## src/rtl/alarm_sched.sv

```systemverilog
// alarm_sched: multi-slot RTC alarm scheduler.
// One time comparator is shared across NUM_SLOTS alarm slots. Each seconds
// tick starts a scan that visits one slot per cycle. Pending flags are set on
// a match and cleared by an ack or by rewriting the slot.
// Optional feature macro: ALARM_SCHED_DOW_EN (per-slot day-of-week field).

// Storage for one alarm entry; the whole entry is replaced on a write.
module alarm_slot (
    input  logic       clk_i,
    input  logic       rst_i,
    input  logic       wr_i,
    input  logic [5:0] wr_sec_i,
    input  logic [5:0] wr_min_i,
    input  logic [5:0] wr_hour_i,
    input  logic [2:0] wr_dow_i,
    input  logic [3:0] wr_mask_i,
    input  logic       wr_enable_i,
    output logic [5:0] sec_o,
    output logic [5:0] min_o,
    output logic [5:0] hour_o,
    output logic [2:0] dow_o,
    output logic [3:0] mask_o,
    output logic       en_o
);
    logic [5:0] sec_q, sec_d, min_q, min_d, hour_q, hour_d;
    logic [2:0] mask_q, mask_d;
    logic       en_q, en_d;

    // Next entry: hold, or take the written fields
    always_comb begin
        sec_d  = sec_q;
        min_d  = min_q;
        hour_d = hour_q;
        mask_d = mask_q;
        en_d   = en_q;
        if (wr_i) begin
            sec_d  = wr_sec_i;
            min_d  = wr_min_i;
            hour_d = wr_hour_i;
            mask_d = wr_mask_i[2:0];
            en_d   = wr_enable_i;
        end
    end

    // Entry registers
    always_ff @(posedge clk_i or posedge rst_i) begin
        if (rst_i) begin
            sec_q  <= '0;
            min_q  <= '0;
            hour_q <= '0;
            mask_q <= '0;
            en_q   <= 1'b0;
        end else begin
            sec_q  <= sec_d;
            min_q  <= min_d;
            hour_q <= hour_d;
            mask_q <= mask_d;
            en_q   <= en_d;
        end
    end

`ifdef ALARM_SCHED_DOW_EN
    logic [2:0] dow_q, dow_d;
    logic       dmask_q, dmask_d;

    // Day-of-week field and its mask bit
    always_comb begin
        dow_d   = dow_q;
        dmask_d = dmask_q;
        if (wr_i) begin
            dow_d   = wr_dow_i;
            dmask_d = wr_mask_i[3];
        end
    end

    // Day-of-week registers
    always_ff @(posedge clk_i or posedge rst_i) begin
        if (rst_i) begin
            dow_q   <= '0;
            dmask_q <= 1'b0;
        end else begin
            dow_q   <= dow_d;
            dmask_q <= dmask_d;
        end
    end

    assign dow_o  = dow_q;
    assign mask_o = {dmask_q, mask_q};
`else
    // No weekday storage: the field always reads as masked.
    logic unused_dow;
    assign unused_dow = ^{wr_dow_i, wr_mask_i[3]};
    assign dow_o  = '0;
    assign mask_o = {1'b1, mask_q};
`endif

    assign sec_o  = sec_q;
    assign min_o  = min_q;
    assign hour_o = hour_q;
    assign en_o   = en_q;
endmodule

module alarm_sched #(
    parameter int  NUM_SLOTS = 4,
    localparam int SLOT_W    = $clog2(NUM_SLOTS)
) (
    input  logic                 clk_i,
    input  logic                 rst_i,
    input  logic                 sec_tick_i,
    input  logic [5:0]           cur_sec_i,
    input  logic [5:0]           cur_min_i,
    input  logic [5:0]           cur_hour_i,
    input  logic [2:0]           cur_day_of_week_i,
    input  logic                 wr_en_i,
    input  logic [SLOT_W-1:0]    wr_slot_i,
    input  logic [5:0]           wr_sec_i,
    input  logic [5:0]           wr_min_i,
    input  logic [5:0]           wr_hour_i,
    input  logic [2:0]           wr_day_of_week_i,
    input  logic [3:0]           wr_mask_i,
    input  logic                 wr_enable_i,
    input  logic                 ack_i,
    input  logic [SLOT_W-1:0]    ack_slot_i,
    output logic                 irq_o,
    output logic [SLOT_W-1:0]    irq_slot_o,
    output logic [NUM_SLOTS-1:0] pending_o,
    output logic                 busy_o,
    output logic                 overrun_o
);
    typedef enum logic {IDLE, SCAN} state_t;

    state_t                  state_q, state_d;
    logic [SLOT_W-1:0]       idx_q, idx_d;
    logic [NUM_SLOTS-1:0]    pending_q, pending_d;
    logic                    overrun_q, overrun_d;
    logic [5:0]              snap_sec_q, snap_sec_d;
    logic [5:0]              snap_min_q, snap_min_d;
    logic [5:0]              snap_hour_q, snap_hour_d;
    logic [2:0]              snap_dow;

    logic [NUM_SLOTS-1:0][5:0] s_sec, s_min, s_hour;
    logic [NUM_SLOTS-1:0][2:0] s_dow;
    logic [NUM_SLOTS-1:0][3:0] s_mask;
    logic [NUM_SLOTS-1:0]      s_en;

    logic wr_ok, ack_ok, match;

    assign wr_ok  = wr_en_i && (int'(wr_slot_i) < NUM_SLOTS);
    assign ack_ok = ack_i && (int'(ack_slot_i) < NUM_SLOTS);

    for (genvar g = 0; g < NUM_SLOTS; g++) begin : g_slot
        alarm_slot u_slot (
            .clk_i       (clk_i),
            .rst_i       (rst_i),
            .wr_i        (wr_ok && (int'(wr_slot_i) == g)),
            .wr_sec_i    (wr_sec_i),
            .wr_min_i    (wr_min_i),
            .wr_hour_i   (wr_hour_i),
            .wr_dow_i    (wr_day_of_week_i),
            .wr_mask_i   (wr_mask_i),
            .wr_enable_i (wr_enable_i),
            .sec_o       (s_sec[g]),
            .min_o       (s_min[g]),
            .hour_o      (s_hour[g]),
            .dow_o       (s_dow[g]),
            .mask_o      (s_mask[g]),
            .en_o        (s_en[g])
        );
    end

`ifdef ALARM_SCHED_DOW_EN
    logic [2:0] snap_dow_q, snap_dow_d;

    // Weekday snapshot taken with the rest of the time at scan start
    always_comb begin
        snap_dow_d = snap_dow_q;
        if (state_q == IDLE && sec_tick_i) snap_dow_d = cur_day_of_week_i;
    end

    // Weekday snapshot register
    always_ff @(posedge clk_i or posedge rst_i) begin
        if (rst_i) snap_dow_q <= '0;
        else       snap_dow_q <= snap_dow_d;
    end

    assign snap_dow = snap_dow_q;
`else
    logic unused_cur_dow;
    assign unused_cur_dow = ^cur_day_of_week_i;
    assign snap_dow = '0;
`endif

    // Shared comparator against the slot selected by the scan index
    always_comb begin
        match = (state_q == SCAN) && s_en[idx_q] &&
                (s_mask[idx_q][0] || s_sec[idx_q]  == snap_sec_q)  &&
                (s_mask[idx_q][1] || s_min[idx_q]  == snap_min_q)  &&
                (s_mask[idx_q][2] || s_hour[idx_q] == snap_hour_q) &&
                (s_mask[idx_q][3] || s_dow[idx_q]  == snap_dow);
    end

    // Scan FSM: snapshot on tick, walk every slot once, flag dropped ticks
    always_comb begin
        state_d     = state_q;
        idx_d       = idx_q;
        overrun_d   = overrun_q;
        snap_sec_d  = snap_sec_q;
        snap_min_d  = snap_min_q;
        snap_hour_d = snap_hour_q;
        case (state_q)
            IDLE: begin
                if (sec_tick_i) begin
                    state_d     = SCAN;
                    idx_d       = '0;
                    snap_sec_d  = cur_sec_i;
                    snap_min_d  = cur_min_i;
                    snap_hour_d = cur_hour_i;
                end
            end
            SCAN: begin
                if (sec_tick_i) overrun_d = 1'b1;
                if (idx_q == SLOT_W'(NUM_SLOTS - 1)) begin
                    state_d = IDLE;
                    idx_d   = '0;
                end else begin
                    idx_d = idx_q + 1'b1;
                end
            end
            default: state_d = IDLE;
        endcase
    end

    // Pending flags: ack clear < compare set < write clear
    always_comb begin
        pending_d = pending_q;
        if (ack_ok) pending_d[ack_slot_i] = 1'b0;
        if (match)  pending_d[idx_q]      = 1'b1;
        if (wr_ok)  pending_d[wr_slot_i]  = 1'b0;
    end

    // State registers
    always_ff @(posedge clk_i or posedge rst_i) begin
        if (rst_i) begin
            state_q     <= IDLE;
            idx_q       <= '0;
            pending_q   <= '0;
            overrun_q   <= 1'b0;
            snap_sec_q  <= '0;
            snap_min_q  <= '0;
            snap_hour_q <= '0;
        end else begin
            state_q     <= state_d;
            idx_q       <= idx_d;
            pending_q   <= pending_d;
            overrun_q   <= overrun_d;
            snap_sec_q  <= snap_sec_d;
            snap_min_q  <= snap_min_d;
            snap_hour_q <= snap_hour_d;
        end
    end

    // Lowest-index pending slot; 0 when nothing is pending
    always_comb begin
        irq_slot_o = '0;
        for (int i = NUM_SLOTS - 1; i >= 0; i--) begin
            if (pending_q[i]) irq_slot_o = SLOT_W'(i);
        end
    end

    assign irq_o     = |pending_q;
    assign pending_o = pending_q;
    assign busy_o    = (state_q == SCAN);
    assign overrun_o = overrun_q;
endmodule
```

## config.mk

```make
export PLATFORM = sky130hd
export DESIGN_NAME = alarm_sched
export DESIGN_NICKNAME = d
export VERILOG_FILES = /design/src/rtl/alarm_sched.sv
export SDC_FILE = /design/constraint.sdc
export NUM_CORES = 1
export LEC_CHECK = 0
export CORE_MARGIN = 1.5
export CORE_UTILIZATION = 55
export DETAILED_ROUTE_END_ITERATION = 8
export PLACE_DENSITY_LB_ADDON = 0.05
export SLEW_MARGIN = 40
export SYNTH_ARGS = -nofsm -noshare
export SYNTH_HDL_FRONTEND = slang
export SYNTH_SLANG_ARGS = --single-unit
```

## constraint.sdc

```tcl
create_clock -name clk_i -period 5.12 [get_ports clk_i]
set_input_delay 0.768 -clock clk_i [delete_from_list [all_inputs] [get_ports clk_i]]
set_output_delay 0.768 -clock clk_i [all_outputs]
set_load 0.01 [all_outputs]
```

[Yosys cells after proc, flatten, opt, wreduce, memory -nomap -nowiden]
Index checks and enable logic that the tools add are counted.
Cells by class
  bitwise operators: 6
  add/sub/neg operators: 1
  equal/unequal tests: 8
  reduce and logical (&&, ||, !) cells: 21
  multiplexer cells: 31
  magnitude comparators: 6
Operators with widths (number)
  binary-select mux 6 bit (select 2 bit): 3
  == test 6 bit: 3
  2-to-1 mux 6 bit: 3
  2-to-1 mux 4 bit: 4
  logical AND 1 bit: 12
  2-to-1 mux 2 bit: 6
  < comparator 2 x 3 -> 1 bit, second input constant: 3
  AND 4 bit: 2
  binary-select mux 4 bit (select 2 bit): 1
  NOT 4 bit: 2
  binary-select mux 3 bit (select 2 bit): 1
  demux 1 bit (select 2 bit): 3
  == test 2 bit, second input constant: 3
  >= comparator 2 x 1 -> 1 bit, second input constant: 3
  2-to-1 mux 1 bit: 6
  logical OR 1 bit: 4
  OR 4 bit: 1
  case mux 2 bit (2 select lines): 1
  AND reduction 2 bit: 2
  OR reduction 4 bit: 1
  logical NOT 3 bit: 1
  2-to-1 mux 3 bit: 1
  adder 2 x 1 -> 2 bit, second input constant: 1
  binary-select mux 1 bit (select 2 bit): 1
  5 further kinds: 5
Storage, ports and cells
  output and inout bits: 9
  logic and storage cells: 100
  register bits: 114
  input port bits: 56

[Longest topological paths before layout]
  word-level depth: 11
  gate-level depth with buffers: 9
  gate-level depth less buffers: 6

[Hierarchy]
From an unflattened synthesis, not the netlist that was laid out.
Unflattened totals
  cells, all modules: 370
  area, all modules: 5396.4 um^2
Modules (own cells, without submodules)
  alarm_slot: cells an instance 53, seq. area each 550.5 um^2, area an instance 862.1 um^2, instances 4
  alarm_sched: cells an instance 158, seq. area each 650.6 um^2, area an instance 1948.1 um^2, instances 1

[Worst setup path after synthesis]
OpenSTA, ideal clock, no wires.
  path kind: input-to-reg
  from: input wr_slot_i[1]
  to: register g_slot[0].u_slot.min_q[0]
  cell stages on the path: 3
  path buffers: 1
  arrival time: 1986 ps
  slack: 3010 ps
  required time: 4995 ps
  setup time: 125 ps
  path through: nor3b_1 clkbuf_1 mux2_2
Between the ends
  word-level cells in the longest chain between the ends: 2
Ends and longest elaborated chain
  start, declared: RTL line 115  | input logic [SLOT_W-1:0] wr_slot_i,
  logical NOT 2 bit: RTL line 155  | .wr_i (wr_ok && (int'(wr_slot_i) == g)),
  logical AND 1 bit: RTL line 155
  end signal, assigned: RTL line 55  | min_q <= min_d;
  end, declared: RTL line 25  | logic [5:0] sec_q, sec_d, min_q, min_d, hour_q, hour_d;
No other way between the ends.
A chain may end at the register's enable or synchronous reset.

[Final worst setup path]
  from: register idx_q[1]
  to: register pending_q[0], in the netlist pending_o[0]
Between the ends
  word-level cells in the longest chain between the ends: 11
  elaborated cells on any way between the ends: 34
  those cells by class: 2 x order compare; 3 x eq/ne; 16 x mux; 2 x bitwise; 11 x reduce/logical
Ends and longest elaborated chain
  start, declared: RTL line 133  | logic [SLOT_W-1:0] idx_q, idx_d;
  start signal, assigned: RTL line 253  | idx_q <= idx_d;
  binary-select mux 6 bit (select 2 bit): RTL line 196  | (s_mask[idx_q][0] || s_sec[idx_q] == snap_sec_q) &&
  2-to-1 mux 6 bit (not written as such): RTL line 196
  == test 6 bit: RTL line 196
  logical OR 1 bit: RTL line 196
  logical AND 1 bit: RTL line 195  | match = (state_q == SCAN) && s_en[idx_q] &&
  logical AND 1 bit: RTL line 196
  logical AND 1 bit: RTL line 197  | (s_mask[idx_q][1] || s_min[idx_q] == snap_min_q) &&
  logical AND 1 bit: RTL line 198  | (s_mask[idx_q][2] || s_hour[idx_q] == snap_hour_q) &&
  2-to-1 mux 4 bit *: RTL line 237  | if (match) pending_d[idx_q] = 1'b1;
  AND 4 bit (no line)
  2-to-1 mux 4 bit *: RTL line 238  | if (wr_ok) pending_d[wr_slot_i] = 1'b0;
  net pending_d[0]: RTL line 134  | logic [NUM_SLOTS-1:0] pending_q, pending_d;
  end signal, assigned: RTL line 254  | pending_q <= pending_d;
  end, declared: RTL line 134
Mark *: on every way through the listed nets, which the timed path passes. The rest lies on a longest branch. The select of a mux whose other input is x is not followed.

==> results.py <==
metrics = {
    "run_status": {
        "run_status": "completed",
    },
    "clock_network": {
        "clock_latency_ps": 510,
        "cts_max_level": 4,
        "cts_hold_buf": 0,
        "clockBufferDepth": 2,
        "cts.sinks": 114,
        "cts_inserted_buffers": 17,
        "post_cts_resized": 0,
        "cts.clk_slew.worst_paths_ps": 50,
        "clock_tree.root_cell": "clkbuf_8",
        "cts_tree": "done",
        "postCtsSetupBuffers": 0,
    },
    "hold_path": {
        "hp-start": "overrun_o$_DFFE_PP0P_",
        "hold_class": "flop to flop",
        "min_to": "overrun_o$_DFFE_PP0P_",
        "min_path_cells": 1,
    },
    "sta": {
        "skew_ps": 7.80,
        "setup_viol": 0,
        "timing.slew.headroom_pct": 57.0,
        "hold_viol": 0,
        "maxSlewViolCount": 0,
        "fmax_mhz": 373,
        "worstMarginPinSlew_ps": 644,
        "fin_tns_setup_ps": 0,
        "finalCritPeriodShare_pct": 52.4,
        "rsz0062_at_grt": "false",
        "fin_ws_ps": 2440,
        "hold_ws_ps": 454,
        "fin_crit_ps": 2680,
    },
    "synth": {
        "yosys_warnings": 0,
        "avgSynthCellArea_um2": 15.7,
        "ys_ff_latch": 114,
        "netlist_area_mm2": 0.00521,
        "yosysSeqAreaShare_pct": 54.8,
        "synth_edf_count": 0,
        "async_flop_share_pct": 100,
        "yosysMostFrequentCell": "dfrtp_1",
        "synth_fp_nets": 392,
        "synthTopCellsByCount": "114 x dfrtp_1, 59 x mux2_1, 47 x mux2_2",
        "yosysTopAreaCell": "dfrtp_1",
        "synthTopCellsByArea": "dfrtp_1 55%, mux2_1 13%, mux2_2 10%",
        "synth_top_area_share_pct": 54.8,
        "netlist_instances": 332,
        "synthDistinctLibCells": 38,
        "synth_ff_type": "dfrtp_1",
    },
    "detailed_routing": {
        "wl_met3_um": 478,
        "met1Wirelength_mm": 4.46,
        "ant_nets": 0,
        "drt-pass1-iter-count": 4,
        "vias": 3003,
        "drtIter0Drc": 46,
        "drc": 0,
        "wl_per_cell_um": 18.5,
        "top_layer": "met4",
        "wl_met2_mm": 4.64,
        "wirelength_mm": 9.70,
        "viasPerCell": 5.73,
    },
    "run": {
        "maxCapViolations": 0,
    },
    "floorplanning": {
        "die_h_um": 100,
        "design.core.area_mm2": 0.00920,
        "start_util_pct": 56.7,
        "fp.dieW_um": 100,
        "pin_count": 65,
        "row_count": 35,
        "dieArea_mm2": 0.0101,
    },
    "placement": {
        "hpwl_mm": 6.21,
        "place_congestion": 0.761,
        "dp.cells": 492,
        "dp_slack_ps": 2340,
        "place.port_buffers": 57,
    },
    "layout": {
        "area_delta_synth_final_pct": 23.1,
        "drive_gt1_share_pct": 27.4,
        "nets": 460,
        "antennaDiodeCount": 0,
        "final.fill_count": 654,
        "fin_cells": 524,
    },
    "global_route": {
        "antenna_found_initial": 0,
        "grt_pass1_wl_mm": 16.1,
        "grt_pass1_vias": 3133,
        "grt.total_usage_pct": 21.8,
        "grt.overflow.total": 0,
        "grt_max_degree": 86,
    },
    "power": {
        "p_sw_uw": 987,
        "p_leak_uw": 0.00266,
        "peakVddDrop_v": 0.000291,
        "power.share.clock_pct": 31.0,
        "switching_share_pct": 30.3,
        "intPower_uw": 2270,
        "seq_power_share_pct": 40.1,
        "pwr-share-comb_pct": 28.9,
        "p_per_area_mw_per_mm2": 508,
    },
    "critical_path": {
        "critPathBufInv": 1,
        "reg2reg_from": "idx_q[1]$_DFFE_PP0P_",
        "crit_family": "flip-flops",
        "required_ps": 5530,
        "max_stage_delay_ps": 670,
        "path_cells": "buf_4, mux4_1, xnor2_1, nand4_1, nor3_2, o22ai_2, o32ai_2",
        "rrSetupSlack_ps": 2440,
        "crit_slowest_cell": "dfrtp_1",
        "cp.arrival_ps": 3100,
        "path_max_fanout": 19,
        "path_class": "flop to flop",
        "r2r_end": "pending_o[0]$_DFF_PP0_",
        "crit_path_end_kind": "flop",
        "start_kind": "flop",
        "r2r_cells": 7,
    },
}
cell usage in the layout, fill, tap and decap left out, drive strengths merged, types with 2 or more instances in the layout:
cell / instances
a21oi: 2
buf: 8
clkbuf: 19
clkdlybuf4s50: 57
clkinv: 9
clkinvlp: 4
dfrtp: 114
ha: 4
inv: 5
mux2: 106
mux2i: 4
mux4: 20
nand2: 3
nand2b: 3
nand3: 7
nand3b: 3
nand4: 2
nor2: 3
nor3: 3
o211ai: 2
o21ai: 2
o31ai: 5
xnor2: 10
xor2: 10
power groups by stage:
stage	clock network [uW]	registers, uW	logic [uW]
3_3_place_gp	0	1310	937
3_5_place_dp	0	1330	955
4_1_cts	1030	1310	960
5_1_grt	1070	1340	1030
6_report	1010	1310	942
2_1_floorplan	0	1240	782
per-stage QoR:
step	area, um^2	utilization (%)	total power, uW
detailed placement	5890	64.0	2280
global placement	5880	64.0	2250
floorplan	5210	-	2030
global route	6410	69.7	3450
finish	6410	69.7	3260
CTS	6410	69.7	3300
state kept, by name, summed over array words and instances (netlist names), 6 cells and up:
name / cells
snap_min_q: 6
g_slot.u_slot.min_o: 24
g_slot.u_slot.sec_o: 24
g_slot.u_slot.mask_q: 12
snap_hour_q: 6
g_slot.u_slot.hour_o: 24
snap_sec_q: 6
how the worst max path moves through the flow:
stage | slack, ps | cells after the start | to | start
CTS | 2340 | 7 | pending_o[0]$_DFF_PP0_ | idx_q[1]$_DFFE_PP0P_
global placement | 2380 | 7 | pending_o[0]$_DFF_PP0_ | idx_q[1]$_DFFE_PP0P_
global route | 2180 | 7 | pending_o[0]$_DFF_PP0_ | idx_q[1]$_DFFE_PP0P_
floorplan | 1340 | 1 | busy_o$_DFF_PP0_ | rst_i
finish | 2440 | 7 | pending_o[0]$_DFF_PP0_ | idx_q[1]$_DFFE_PP0P_
detailed placement | 2340 | 4 | g_slot[2].u_slot.sec_o[2]$_DFFE_PP0P_ | wr_slot_i[0]
area by class of cell:
class,instances,area (um^2),share of cell area [%]
timing repair buffer,65,631,9.83
tap,111,139,2.17
clock buffer,19,432,6.73
clock inverter,13,90.1,1.40
multi-input combinational,197,2240,34.9
inverter,5,26.3,0.410
sequential,114,2850,44.5
cells by family after synthesis:
| logic type | after synthesis | share of synthesized area [%] |
|---|---|---|
| AOI/OAI and AO/OA | 14 | 2.26 |
| xor gates and xnor gates | 20 | 3.36 |
| adders and majority gates | 4 | 0.961 |
| buffers and inverters | 21 | 2.38 |
| DFF | 114 | 54.8 |
| muxes | 130 | 32.8 |
| and+or+nand+nor | 29 | 3.53 |
per-layer routing:
layer | GRT usage, % | vias up
li1 | - | 1376
met1 | 29.3 | 1549
met2 | 33.3 | 63
met3 | 8.36 | 15
met4 | 6.39 | 0
met5 | 0 | -
Power figures use the tool's default switching activity.
